File: src/rtl/noc_nhr_pkg.sv
// Shared types and sizing helpers for the next-hop register bank.
package noc_nhr_pkg;

  // Per-channel route-lock state.
  typedef enum logic [1:0] {
    NHR_IDLE   = 2'd0,
    NHR_ROUTED = 2'd1,
    NHR_DRAIN  = 2'd2
  } nhr_state_t;

  // Drain counter width: enough to hold DRAIN_CYCLES-1, never narrower than one bit.
  function automatic int unsigned nhr_cnt_w(input int unsigned drain_cycles);
    int unsigned w;
    w = $clog2(drain_cycles + 1);
    return (w < 1) ? 1 : w;
  endfunction

  localparam int unsigned NHR_DRAIN_CYCLES_DEF = 2;
  localparam int unsigned NHR_CNT_W            = nhr_cnt_w(NHR_DRAIN_CYCLES_DEF);

endpackage

File: src/rtl/nexthop_channel.sv
// One channel of the next-hop bank: route-lock FSM, address register,
// drain counter and sticky error flag. All outputs come straight from flops.
module nexthop_channel
  import noc_nhr_pkg::*;
#(
  parameter int unsigned        ADDR_W       = 3,
  parameter logic [ADDR_W-1:0]  DEFAULT_ADDR = ADDR_W'(1),
  parameter int unsigned        DRAIN_CYCLES = 2
) (
  input  logic              clk,
  input  logic              reset,
  input  logic              ib_empty_i,
  input  logic              pt_almost_done_i,
  input  logic              nhr_write_i,
  input  logic [ADDR_W-1:0] nhr_address_i,
  output logic [ADDR_W-1:0] nhr_address_o,
  output logic              nhr_valid_o,
  output logic              nhr_busy_o,
  output logic              nhr_err_o
);

  localparam int unsigned      CNT_W     = nhr_cnt_w(DRAIN_CYCLES);
  localparam bit               HAS_DRAIN = (DRAIN_CYCLES > 0);
  // Loaded on packet completion; DRAIN then lasts exactly DRAIN_CYCLES cycles.
  localparam logic [CNT_W-1:0] CNT_LOAD  = HAS_DRAIN ? CNT_W'(DRAIN_CYCLES - 1) : '0;

  nhr_state_t        state_q, state_d;
  logic [ADDR_W-1:0] addr_q,  addr_d;
  logic [CNT_W-1:0]  cnt_q,   cnt_d;
  logic              err_q,   err_d;
  logic              valid_q, valid_d;
  logic              busy_q,  busy_d;

  // State, address, counter and flag registers with synchronous reset.
  always_ff @(posedge clk) begin
    if (reset) begin
      state_q <= NHR_IDLE;
      addr_q  <= DEFAULT_ADDR;
      cnt_q   <= '0;
      err_q   <= 1'b0;
      valid_q <= 1'b0;
      busy_q  <= 1'b0;
    end else begin
      state_q <= state_d;
      addr_q  <= addr_d;
      cnt_q   <= cnt_d;
      err_q   <= err_d;
      valid_q <= valid_d;
      busy_q  <= busy_d;
    end
  end

  // Next-state logic; conditions inside each state are prioritised top-down.
  always_comb begin
    state_d = state_q;
    addr_d  = addr_q;
    cnt_d   = cnt_q;
    err_d   = err_q;

    unique case (state_q)
      NHR_IDLE: begin
        // A write against an empty buffer has no packet behind it; drop it silently.
        if (nhr_write_i && !ib_empty_i) begin
          state_d = NHR_ROUTED;
          addr_d  = nhr_address_i;
        end else begin
          addr_d  = DEFAULT_ADDR;
        end
      end

      NHR_ROUTED: begin
        // The route is locked for the whole packet; any rewrite is a writer bug.
        if (nhr_write_i) begin
          err_d = 1'b1;
        end
        if (ib_empty_i) begin
          // Buffer ran dry: abandon the packet without draining.
          state_d = NHR_IDLE;
          addr_d  = DEFAULT_ADDR;
        end else if (pt_almost_done_i) begin
          // Drop the route now so the next header cannot inherit a stale one.
          state_d = HAS_DRAIN ? NHR_DRAIN : NHR_IDLE;
          addr_d  = DEFAULT_ADDR;
          cnt_d   = CNT_LOAD;
        end
      end

      NHR_DRAIN: begin
        if (nhr_write_i) begin
          err_d = 1'b1;
        end
        addr_d = DEFAULT_ADDR;
        if (cnt_q == '0) begin
          state_d = NHR_IDLE;
        end else begin
          cnt_d = cnt_q - CNT_W'(1);
        end
      end

      default: begin
        state_d = NHR_IDLE;
        addr_d  = DEFAULT_ADDR;
        cnt_d   = '0;
      end
    endcase
  end

  // Status flags are decoded from the next state so they register alongside it.
  always_comb begin
    valid_d = (state_d == NHR_ROUTED);
    busy_d  = (state_d != NHR_IDLE);
  end

  assign nhr_address_o = addr_q;
  assign nhr_valid_o   = valid_q;
  assign nhr_busy_o    = busy_q;
  assign nhr_err_o     = err_q;

endmodule

File: src/rtl/nexthop_register_bank.sv
// Per-input-channel next-hop registers between route compute and the
// output-port arbiter. Channels are independent; this level only packs and
// unpacks the per-channel address buses.
module nexthop_register_bank
  import noc_nhr_pkg::*;
#(
  parameter int unsigned        N_CH         = 5,
  parameter int unsigned        ADDR_W       = 3,
  parameter logic [ADDR_W-1:0]  DEFAULT_ADDR = ADDR_W'(1),
  parameter int unsigned        DRAIN_CYCLES = 2
) (
  input  logic                     clk,
  input  logic                     reset,
  input  logic [N_CH-1:0]          ib_empty_i,
  input  logic [N_CH-1:0]          pt_almost_done_i,
  input  logic [N_CH-1:0]          nhr_write_i,
  input  logic [N_CH*ADDR_W-1:0]   nhr_address_i,
  output logic [N_CH*ADDR_W-1:0]   nhr_address_o,
  output logic [N_CH-1:0]          nhr_valid_o,
  output logic [N_CH-1:0]          nhr_busy_o,
  output logic [N_CH-1:0]          nhr_err_o
);

  // One independent route-lock channel per input port.
  for (genvar c = 0; c < int'(N_CH); c++) begin : g_ch
    nexthop_channel #(
      .ADDR_W       (ADDR_W),
      .DEFAULT_ADDR (DEFAULT_ADDR),
      .DRAIN_CYCLES (DRAIN_CYCLES)
    ) u_ch (
      .clk              (clk),
      .reset            (reset),
      .ib_empty_i       (ib_empty_i[c]),
      .pt_almost_done_i (pt_almost_done_i[c]),
      .nhr_write_i      (nhr_write_i[c]),
      .nhr_address_i    (nhr_address_i[c*ADDR_W +: ADDR_W]),
      .nhr_address_o    (nhr_address_o[c*ADDR_W +: ADDR_W]),
      .nhr_valid_o      (nhr_valid_o[c]),
      .nhr_busy_o       (nhr_busy_o[c]),
      .nhr_err_o        (nhr_err_o[c])
    );
  end

endmodule

File: config.mk
export PLATFORM = sky130hd
export DESIGN_NAME = nexthop_register_bank
export DESIGN_NICKNAME = d
export VERILOG_FILES = /design/src/rtl/noc_nhr_pkg.sv /design/src/rtl/nexthop_channel.sv /design/src/rtl/nexthop_register_bank.sv
export SDC_FILE = /design/constraint.sdc
export NUM_CORES = 1
export LEC_CHECK = 0
export ABC_CLOCK_PERIOD_IN_PS = 2800
export BUFFER_PORTS_ARGS = -buffer_cell sky130_fd_sc_hd__buf_2
export CAP_MARGIN = 20
export CORE_ASPECT_RATIO = 1.25
export CORE_MARGIN = 2
export CORE_UTILIZATION = 39
export CTS_CLUSTER_SIZE = 30
export DETAILED_ROUTE_END_ITERATION = 7
export PLACE_DENSITY = 0.64
export SETUP_SLACK_MARGIN = 0.5
export SYNTH_ARGS = -nofsm -noshare
export SYNTH_HDL_FRONTEND = slang
export SYNTH_SLANG_ARGS = --single-unit
export TNS_END_PERCENT = 30
File: constraint.sdc
create_clock -name clk -period 2.8 [get_ports clk]
set_input_delay 0.42 -clock clk [delete_from_list [all_inputs] [get_ports clk]]
set_output_delay 0.42 -clock clk [all_outputs]
set_load 0.005 [all_outputs]
; Word level (Yosys, flattened, before mapping)
; Index checks and enable logic that the tools add are counted.
[classes]
shifts = 0
div_mod_pow = 0
n_reduce_logical = 40
n_addsub = 5
multipliers = 0
bitwise = 5
n_lt_le_gt_ge = 0
eq_ne = 35
muxes = 65
[ops]
columns = operator, count
row1 = $mux 2, 35
row2 = $pmux 2 s3, 10
row3 = $mux 3, 15
row4 = $ne 2x2->1 const B, 15
row5 = $pmux 3 s2, 5
row6 = $eq 2x1->1 const B, 10
row7 = $logic_not 2->1, 10
row8 = $reduce_and 4->1, 5
row9 = $ne 3x3->1 const B, 5
row10 = $eq 2x2->1 const B, 5
row11 = $reduce_and 2->1, 5
row12 = $reduce_bool 2->1, 5
row13 = $reduce_or 2->1, 5
row14 = $sub 2x1->2 const B, 5
row15 = $logic_and 1x1->1, 5
row16 = $logic_not 1->1, 5
row17 = $not 1->1, 5
[word_totals]
n_memories = 0
regBits = 50
romBits = 0
word_cells = 180
output_inout_bits = 30
ram_bits = 0
inputBits = 32
latchBits = 0

; Logic depth before layout (Yosys ltp)
[depth]
word_depth = 5
depth_mapped = 6
depth_no_buf = 6

; Modules after synthesis
; A second synthesis with hierarchy kept.
[hier_totals]
cells_unflattened = 289
hier_area_um2 = 2637.5
[modules_own_cells]
columns = mod, area_each_um2, instances, cells_per_inst, seq_area_each_um2
row1 = nexthop_channel at g_ch[0].u_ch ..., 525.5, 4, 58, 200.2
row2 = nexthop_channel at g_ch[4].u_ch, 535.5, 1, 57, 200.2

; Worst setup path before layout
; OpenSTA, ideal clock, no wires.
[synth_path]
path_kind = register to register
start = register g_ch[0].u_ch.state_q[0]
end = register g_ch[0].u_ch.cnt_q[1]
path_stages_with_launch = 7
setup_slack_ns = 1.214
arrival_ns = 1.520
path_buffers = 0
period_less_slack_ns = 1.586
setup_ns = 0.066
required_time_ns = 2.734
path_cell_list = dfxtp_1 inv_1 ha_1 a21oi_1 nand3_2 or4b_4 a21oi_2
[synth_via]
elab_chain_cells = 3
word_cells_on_any_way = 9
classes_between = 5 x eq/ne / 1 x mux / 1 x bitwise / 2 x reduce/logical
[synth_lines]
columns = element, line
row1 = start: declaration, nexthop_channel.sv:27  ; nhr_state_t state_q, state_d;
row2 = start signal: assignment, nexthop_channel.sv:44  ; state_q <= state_d;
row3 = "$eq 2x2->1, or another cell as far along", nexthop_channel.sv:60  ; unique case (state_q)
row4 = $ne 2x2->1 (no source line) or $not 1->1 (tied branches), -
row5 = $reduce_and 4->1 (no source line), -
row6 = end signal: assignment, nexthop_channel.sv:46  ; cnt_q <= cnt_d;
row7 = end: declaration, nexthop_channel.sv:29  ; logic [CNT_W-1:0] cnt_q, cnt_d;
; Parallel ways exist; a longest one is shown, timed or not.
; A chain may end at the register's enable or synchronous reset.

; Final worst setup path
[layout_path]
start = register g_ch[0].u_ch.state_q[1]
end = register g_ch[0].u_ch.cnt_q[1]
; The elaborated chain is that of the path after synthesis.

==> impl_metrics.ini <==
[detailed_routing]
wl_per_cell_microns = 12.0
vias = 2164
first_pass_iters = 4
routed_wl_microns = 5210
route.detailed.drc = 0
postRouteAntennaNets = 0
vias_per_cell = 4.97
drt_iter0_markers = 63

[place]
place_area_sq_um = 2950
globalplace.congestion = 0.802
hpwl_microns = 4010
io_buffers = 61

[global_route]
first_global_vias = 2068
antenna_found_initial = 0
grt_max_degree = 24
grt_remaining_overflow = 0
grt_pass1_wl_microns = 8780
grt_usage_pct = 14.3

[finish]
fin_area_sq_um = 3030
final-seq-area_sq_um = 1000
nNetsFinal = 409
nFillCells = 683
area_growth_pct = 13.6
diodes = 0
multi_input_area_sq_um = 1450
final_util_pct = 45.9
layout-drive-gt1-share_pct = 22.4

[sta]
final_hold_viol_count = 0
slew_violations = 0
max_slew_margin_pct = 68.4
finalSetupViolCount = 0
finalCritPeriodShare_pct = 61.6
rsz0062_at_grt = no
max_freq_ghz = 0.580
fin_setup_tns_ns = 0
period_minus_slack_ns = 1.72
fin_worst_skew_ns = 0.00637
tightest_slew_ns = 0.474

[synth]
synth_flop_cell = dfxtp_1
synthesis.area_sq_um = 2670
yosysUniqueCellTypes = 38
ys_ff_latch = 50
avgSynthCellArea_sq_um = 8.92
ys_warn_count = 0
async_flop_share_pct = 0
synthCells = 299
ys_seq_area_share_pct = 37.5
synth_edf_count = 0
syn-num-nets = 360

[critical_path]
rr_worst_depth = 6
rr_endpoint = g_ch[0].u_ch.cnt_q[1]
critical_path.top_delay_family = simple AND/OR/NAND/NOR gates
critPathKind = reg2reg
critPathMaxFanout = 4
crit_chain = inv_1 > ha_1 > a21oi_1 > nand3_2 > or4b_4 > a21oi_2
cp.depth = 6
r2r-start = g_ch[0].u_ch.state_q[1]
slowest_stage = or4b_4
start_kind = flop
crit_end = g_ch[0].u_ch.cnt_q[1]
worstPathRequired_ns = 3.03
worstPathArrival_ns = 1.96
critical_path_buf_inv_count = 1
r2r_slack_ns = 1.08
startpoint = g_ch[0].u_ch.state_q[1]
critPathMaxStageDelay_ns = 0.49
end_kind = flop

[clock_tree]
cts.path.max_buffers = 2
post_cts_resized = 0
htreeDepth = 2
cts_sinks = 50
cts_hold_buffers = 0
clkLatencyLatePin_ns = 0.30
post_cts_buffers = 0
cts_tree = done
clk_pin_slew_worst_paths_ns = 0.09
numCtsBuffers = 5
cts-root-buf = clkbuf_8

[run]
maxCapViolCount = 0

[floorplanning]
die_h_microns = 96.5
die_area_sq_um = 7520
ios = 62
rows = 33
core_area_sq_um = 6610
start_util_pct = 40.4
floorplan.die.width_microns = 78.0

[hold_path]
hp-class = in2reg

[pwr]
powerDensity_nw_per_um2 = 455
power.leakage_nw = 1.26
peakVddDrop_v = 0.000180

[run_status]
status = complete, no violations
## registers in the layout, indices dropped and copies added, names as in the netlist
register                 flops
g_ch.u_ch.cnt_q             10
g_ch.u_ch.nhr_address_o     15
g_ch.u_ch.nhr_busy_o         5
g_ch.u_ch.nhr_err_o          5
g_ch.u_ch.nhr_valid_o        5
g_ch.u_ch.state_q           10
## routing by layer
metal | share of wire (%) | track usage (%)
met1 | 46 | 16.8
met2 | 48 | 26.2
met3 | 4.4 | 2.51
met4 | 1.6 | 5.26
met5 | 0 | 0
## synth_stat cells (3+ instances only)
library cell / instances / area share (%)
nand2_1: 24 / 3.4
o32ai_1: 5 / 1.6
or2_1: 5 / 1.2
nor2b_1: 13 / 3.0
a211oi_1: 5 / 1.4
buf_2: 3 / 0.56
nor4_1: 6 / 1.4
dfxtp_1: 50 / 38
nor3b_1: 8 / 2.3
and3b_1: 5 / 1.6
ha_1: 29 / 14
a21oi_1: 31 / 5.8
buf_4: 15 / 4.2
nand3_1: 12 / 2.3
nor2_1: 13 / 1.8
o21ai_0: 5 / 0.94
o31a_1: 5 / 1.6
nand2b_1: 13 / 3.0
nor3_2: 4 / 1.5
inv_1: 23 / 3.2
## placed cells by master (no fill, tap or decap), types with 2 or more instances in the layout
cell      count
or2_1         5
nor3b_2       2
a21oi_1      31
nand2_1      24
clkbuf_1      2
nor4_1        6
a21o_1        2
or3_1         2
nor3b_1       8
mux2i_1       2
nor3_1        2
inv_1        23
clkbuf_8      5
nor2b_1      13
and3b_1       5
o31a_1        5
nand3_1      12
nand3_2       2
a211oi_1      5
nor3_2        4
o21ai_0       5
nand2b_1     13
nor2_1       13
o32ai_1       5
dfxtp_1      50
buf_2        61
ha_1         29
## power breakdown
| part | total (mW) | switching [mW] | internal (mW) |
|---|---|---|---|
| clock | 0.396 | 0.224 | 0.173 |
| sequential | 0.762 | 0.0185 | 0.744 |
| combinational | 0.219 | 0.117 | 0.102 |
| total | 1.38 | 0.360 | 1.02 |
## how the worst min path moves through the flow
stage                                       start                             to  slack [ns]  depth (start not counted)
CTS                             nhr_address_i[10]  g_ch[3].u_ch.nhr_address_o[1]        0.36                          3
global route                    nhr_address_i[10]  g_ch[3].u_ch.nhr_address_o[1]        0.37                          3
finish                           nhr_address_i[1]  g_ch[0].u_ch.nhr_address_o[1]        0.37                          3
global placement    g_ch[3].u_ch.nhr_address_o[2]  g_ch[3].u_ch.nhr_address_o[2]        0.44                          2
detailed placement  g_ch[3].u_ch.nhr_address_o[1]  g_ch[3].u_ch.nhr_address_o[1]        0.44                          2
floorplan                   g_ch[2].u_ch.cnt_q[1]          g_ch[2].u_ch.cnt_q[1]        0.43                          2
## metrics by stage
step	hold WS, ns	total power, mW	worst slack [ns]	std cells
2_1_floorplan	0.432	0.937	1.21	299
3_3_place_gp	0.436	0.996	1.11	428
3_5_place_dp	0.443	0.999	1.07	428
4_1_cts	0.358	1.40	1.07	435
5_1_grt	0.371	1.45	0.959	435
6_report	0.368	1.38	1.08	435
## cell type report
cell class | instances | area share (%)
Multi-Input combinational cell | 206 | 47.7
Sequential cell | 50 | 33.0
Timing Repair Buffer | 62 | 10.3
Tap cell | 87 | 3.59
Inverter | 23 | 2.85
Clock buffer | 7 | 2.52
## kinds of logic after synthesis
kind of cell,after synthesis,share of synthesized area (%)
muxes,2,0.750
adders and majority gates,29,13.6
AOI/OAI and AO/OA,58,13.6
DFF,50,37.5
and+or+nand+nor,117,26.2
buffers and inverters,43,8.30
## worst min-delay path, delay by kind of cell
family	cells	cell delay, ns
compound gates	1	0.06
buf+inv	1	0.09
simple gates	1	0.05
Power figures use the tool's default switching activity.
